==> src/rtl/usb_utmi_tx_arb.sv <==
// usb_utmi_tx_arb: packet-level arbiter sharing the UTMI transmit port between two byte-stream requesters.
// Define USB_TX_ARB_RR_EN for round-robin tie breaking; otherwise requester 0 has fixed priority.
module usb_utmi_tx_arb #(
  parameter int GAP_CYCLES = 8,
  parameter int GAP_W      = 4
) (
  input  logic       clk,
  input  logic       rst,
  input  logic       usb_rst_i,
  input  logic       RxActive_i,
  input  logic       TxReady_i,
  output logic [7:0] DataOut_o,
  output logic       TxValid_o,
  input  logic       r0_valid_i,
  input  logic [7:0] r0_data_i,
  input  logic       r0_last_i,
  output logic       r0_ready_o,
  input  logic       r1_valid_i,
  input  logic [7:0] r1_data_i,
  input  logic       r1_last_i,
  output logic       r1_ready_o,
  output logic [1:0] gnt_o,
  output logic       busy_o,
  output logic       underrun_o
);

  typedef enum logic [1:0] {
    IDLE = 2'd0,
    XMIT = 2'd1,
    GAP  = 2'd2
  } state_t;

  localparam logic [GAP_W-1:0] GAP_LOAD = GAP_W'(GAP_CYCLES);

  state_t           state_q;
  logic [1:0]       gnt_q;
  logic             txValid_q;
  logic             underrun_q;
  logic [GAP_W-1:0] gapCnt_q;
  logic [GAP_W-1:0] gapCnt_d;

  logic selValid;
  logic selLast;
  logic xmitDone;
  logic xmitUnderrun;
  logic xmitExit;
  logic grantOk;
  logic pick1;

`ifdef USB_TX_ARB_RR_EN
  // 1 means requester 1 received the most recent grant
  logic lastServed_q;
`endif

  always_comb begin
    selValid     = (gnt_q[0] & r0_valid_i) | (gnt_q[1] & r1_valid_i);
    selLast      = (gnt_q[0] & r0_last_i)  | (gnt_q[1] & r1_last_i);
    xmitDone     = (state_q == XMIT) & TxReady_i & selValid & selLast;
    xmitUnderrun = (state_q == XMIT) & TxReady_i & ~selValid;
    xmitExit     = (state_q == XMIT) & (usb_rst_i | xmitDone | xmitUnderrun);
    grantOk      = (state_q == IDLE) & (r0_valid_i | r1_valid_i) & ~RxActive_i &
                   (gapCnt_q == '0) & ~usb_rst_i;
  end

  // Receive activity and every end of transmission restart the turnaround gap
  always_comb begin
    gapCnt_d = gapCnt_q;
    if (RxActive_i || xmitExit) begin
      gapCnt_d = GAP_LOAD;
    end else if (gapCnt_q != '0) begin
      gapCnt_d = gapCnt_q - 1'b1;
    end
  end

`ifdef USB_TX_ARB_RR_EN
  assign pick1 = r1_valid_i & (~r0_valid_i | ~lastServed_q);
`else
  assign pick1 = r1_valid_i & ~r0_valid_i;
`endif

  always_ff @(posedge clk) begin
    if (rst) begin
      state_q    <= IDLE;
      gnt_q      <= 2'b00;
      txValid_q  <= 1'b0;
      underrun_q <= 1'b0;
      gapCnt_q   <= '0;
`ifdef USB_TX_ARB_RR_EN
      lastServed_q <= 1'b1;
`endif
    end else begin
      gapCnt_q   <= gapCnt_d;
      underrun_q <= 1'b0;
      if (usb_rst_i) begin
        state_q    <= IDLE;
        gnt_q      <= 2'b00;
        txValid_q  <= 1'b0;
        underrun_q <= (state_q == XMIT);
      end else begin
        case (state_q)
          IDLE: begin
            if (grantOk) begin
              state_q   <= XMIT;
              gnt_q     <= pick1 ? 2'b10 : 2'b01;
              txValid_q <= 1'b1;
`ifdef USB_TX_ARB_RR_EN
              lastServed_q <= pick1;
`endif
            end
          end
          XMIT: begin
            if (xmitDone || xmitUnderrun) begin
              state_q    <= GAP;
              gnt_q      <= 2'b00;
              txValid_q  <= 1'b0;
              underrun_q <= xmitUnderrun;
            end
          end
          GAP: begin
            // Leave together with the counter reaching zero so IDLE can grant at once
            if (!RxActive_i && gapCnt_d == '0) begin
              state_q <= IDLE;
            end
          end
          default: begin
            state_q   <= IDLE;
            gnt_q     <= 2'b00;
            txValid_q <= 1'b0;
          end
        endcase
      end
    end
  end

  assign DataOut_o  = gnt_q[0] ? r0_data_i : (gnt_q[1] ? r1_data_i : 8'h00);
  assign r0_ready_o = gnt_q[0] & (state_q == XMIT) & TxReady_i & r0_valid_i;
  assign r1_ready_o = gnt_q[1] & (state_q == XMIT) & TxReady_i & r1_valid_i;
  assign TxValid_o  = txValid_q;
  assign gnt_o      = gnt_q;
  assign busy_o     = (state_q != IDLE);
  assign underrun_o = underrun_q;

endmodule

==> config.mk <==
export PLATFORM = sky130hd
export DESIGN_NAME = usb_utmi_tx_arb
export DESIGN_NICKNAME = d
export VERILOG_FILES = /design/src/rtl/usb_utmi_tx_arb.sv
export SDC_FILE = /design/constraint.sdc
export NUM_CORES = 1
export LEC_CHECK = 0
export BUFFER_PORTS_ARGS = -buffer_cell sky130_fd_sc_hd__buf_2
export CAP_MARGIN = 15
export CORE_AREA = 8 8 48 50
export DETAILED_ROUTE_END_ITERATION = 8
export DIE_AREA = 0 0 56 58
export PLACE_DENSITY = 0.84
export SETUP_SLACK_MARGIN = 0.1
export SYNTH_ARGS = -nofsm -noshare
export SYNTH_HDL_FRONTEND = slang
export SYNTH_SLANG_ARGS = --single-unit
==> constraint.sdc <==
create_clock -name clk -period 3.7 [get_ports clk]
set_input_delay 0.37 -clock clk [delete_from_list [all_inputs] [get_ports clk]]
set_output_delay 0.37 -clock clk [all_outputs]
set_load 0.02 [all_outputs]
# Word level (Yosys, flattened, before mapping)
# Index checks and enable logic that the tools add are counted.
# op_classes
n_eq_ne	5
reduce_logical	12
n_addsub	1
n_mux	18
bitwise_logic	30
# ops
cell	count
$and 1x1->1	20
$mux 8	2
$mux 2	6
$pmux 2 s3	2
$logic_not 4->1	2
$mux 4	2
$reduce_and 3->1	2
$mux 1	5
$not 1->1	5
$or 1x1->1	5
$ne 2x2->1 const B	2
$reduce_bool 4->1	1
$sub 4x1->4 const B	1
$pmux 1 s3	1
$eq 2x1->1 const B	1
$eq 2x2->1 const B	1
$logic_not 2->1	1
$logic_or 1x1->1	2
$ne 2x1->1 const B	1
$reduce_bool 2->1	1
$reduce_or 2->1	1
$logic_and 1x1->1	1
$logic_not 1->1	1
# word_totals
elab_cells	71
reg_bits	10
output_inout_bits	15

# Longest topological paths before layout
# logic_depth
ltp_word	13
depth_mapped	6

# Worst setup path after synthesis
# Ideal clock, no wire load.
# synth_path
kind	register to register
start	register gapCnt_q[0]
end	register gnt_q[0] (netlist: gnt_o[0])
t_arrival_ns	1.443
path_stages_with_launch	7
path_slack_ns	2.143
period_less_slack_ns	1.557
required_ns	3.586
setup_time_ns	0.114
path_cell_list	dfxtp_1 inv_1 ha_1 nor3b_4 and4bb_2 o32ai_1 a21bo_1
# synth_between
elab_chain_cells	5
# synth_rtl
item	line_no	source
start: declaration	39	logic [GAP_W-1:0] gapCnt_q;
start signal: assignment	92	gapCnt_q <= gapCnt_d;
$logic_not 4->1	62	(gapCnt_q == '0) & ~usb_rst_i;
$and 1x1->1	61	grantOk = (state_q == IDLE) & (r0_valid_i | r1_valid_i) & ~RxActive_i &
$and 1x1->1	62	
$ne 2x2->1 (no line)	-	
$reduce_and 3->1 (no line)	-	
end signal: assignment	104	gnt_q <= pick1 ? 2'b10 : 2'b01;
end: declaration	36	logic [1:0] gnt_q;
# No other way between the ends.
# A chain may end at the register's enable or synchronous reset.

# Worst setup path in the final report
# layout_path
start	register gnt_q[0] (netlist: gnt_o[0])
end	output DataOut_o[2]
# layout_between
elab_chain_cells	1
# layout_rtl
item	line_no	source
$mux 8	135	assign DataOut_o = gnt_q[0] ? r0_data_i : (gnt_q[1] ? r1_data_i : 8'h00);
end: declaration	12	output logic [7:0] DataOut_o,
# No other way between the ends.

==> results.ini <==
[worst_hold_path]
hold_path_depth = 2
worstHoldPathType = in -> reg

[synth]
syn_inst = 78
ys_async_sr_fraction = 0
synth_top_area_cell = dfxtp_1
avgSynthCellArea_um2 = 8.49
synth.area.top_cells = dfxtp_1, a22o_1, nor2_1, a21oi_1, nor4_1
synth-edff-count = 0
synth.yosys.warnings = 0
synth_fp_nets = 104
synth_top_flop_cell = dfxtp_1
ys_types = 34
ys_seq_area_frac = 0.302
ys_ff_latch = 10
synth_top_area_frac = 0.302
synthesis.area_um2 = 662

[final_layout]
syn_to_final_growth_pct = 37.1
layout-drive-gt1-share = 0.412
layout_commonest_cell = buf_2
n_antenna_cell = 0
fin_nets = 146
final_area_um2 = 907
final_cell_mix = buf_2, dfxtp_1, nor2_1, a22o_1, a21oi_1

[detailed_routing]
totalWireLength_mm = 2.02
postRouteAntennaNets = 0
num_vias = 775
drc = 0
first_iter_violations = 16
drtPass1Iterations = 4
viasPerCell = 5.70
routedWlPerCell_um = 14.8

[clock_network]
cts_setup_buffers = 0
cts_hold_buffers = 0
cts_sinks = 10
clockBufferDepth = 2
clk_latency_ns = 0.26
cts_root_buffer = clkbuf_4
path_clk_slew_ns = 0.07
cts_tree = done
htree_levels = 1
cts_resized = 0
numCtsBuffers = 3

[floorplanning]
std_cell_rows = 15
die_w_um = 56
io_pins = 40
fp.dieH_um = 58
start_util = 0.410
core_um2 = 1610
die-area_um2 = 3250

[setup_path]
slowest_delay_ns = 0.45
cpLargestDelayFamily = simple AND/OR/NAND/NOR gates
crit_fanout = 14
reg2regPathDepth = 6
crit_chain = nor2b_1 > a22o_1 > buf_2
critPathCaptureType = output pin
path_depth = 3
crit_buf_inv = 1
critPathKind = reg -> out
cp_slowest_cell = nor2b_1
worst_ep_arrival_time_ns = 1.52
cp.required_ns = 3.33
startpoint_type = flop

[pwr]
power.leakage_nw = 0.437
pwr_density_cell_nw_per_um2 = 337
ir_worst_vdd_mv = 0.212
p_total_mw = 0.306

[grt]
grt_max_degree = 15
overflow = 0
gr-usage-all-layers = 0.120
grt_pass1_vias = 768
grt_pass1_wl_mm = 3.32
antenna_found_initial = 0

[status]
outcome = completed

[sta]
relSlewSlack = 0.680
hold_viol_final = 0
period_share = 0.511
fin_skew_ns = 0.00369
setup_violations = 0
period_minus_slack_ns = 1.89
max_freq_mhz = 529
tightest_slew_ns = 0.479
slew_violations = 0
setup-tns-final_ns = 0
rsz0062_at_grt = false

[placement]
place_area_um2 = 871
io_buffers = 39
dp_hpwl_mm = 1.67
gp_congestion = 0.899

[run]
cap_violations = 0

where the power goes:
group / internal [mW] / switching (mW) / total (mW)
combinational: 0.0431 / 0.0451 / 0.0882
sequential: 0.114 / 0.00758 / 0.121
clock: 0.0597 / 0.0367 / 0.0965
total: 0.216 / 0.0895 / 0.306
sequential cells by signal (all words and copies together), names as in the netlist:
name / cells
TxValid_o: 1
gapCnt_q: 4
gnt_o: 2
state_q: 2
underrun_o: 1
path summary, 6_finish.rpt:
kind               start            to  slack [ns]
max reg2reg  gapCnt_q[0]      gnt_o[0]        1.99
min           RxActive_i   gapCnt_q[0]        0.35
min reg2reg     gnt_o[1]      gnt_o[1]        0.54
max             gnt_o[0]  DataOut_o[2]        1.81
layer usage:
layer | GRT usage | wire length, um
met3 | 0.0611 | 284
met5 | 0 | 0
met2 | 0.187 | 824
met4 | 0.0412 | 21
met1 | 0.139 | 885
cells by family after synthesis:
logic type      Yosys count  synth area share
buf+inv                   5            0.0283
compound gates           26             0.314
xor+xnor                  2            0.0265
mux                       2            0.0321
fa+ha+maj                 1            0.0189
flops                    10             0.302
simple gates             32             0.278
Yosys cell counts, types with 3 or more instances:
cell and instances:
dfxtp_1 10, nor2_1 9, a22o_1 8, a21oi_1 5, nand2_1 4, nor4_1 4
inv_1 3, nor2b_1 3, nor3_1 3
worst register-to-register path, stage by stage (launching register included):
cell and delay (ns):
dfxtp_1 0.32, inv_1 0.09, ha_1 0.27, nor3b_4 0.32, and4bb_2 0.31, o32ai_1 0.10
a21bo_1 0.19
stage by stage:
stage	util	worst slack (ns)	hold WS [ns]	std cells
6_report	0.562	1.81	0.350	136
5_1_grt	0.562	1.63	0.365	136
4_1_cts	0.562	1.80	0.343	136
3_5_place_dp	0.540	2.00	0.538	132
3_3_place_gp	0.540	2.08	0.522	132
2_1_floorplan	-	2.14	0.439	78
final cells by class:
type                    instances  area (um2)
clock buffers                   4        36.3
multi-input cells              63         443
flip-flops and latches         10         200
inverters                       3        11.3
fillers                       146         707
repair buffers                 39         195
well taps                      17        21.3
Note: power is estimated with default switching activity, not from simulation.
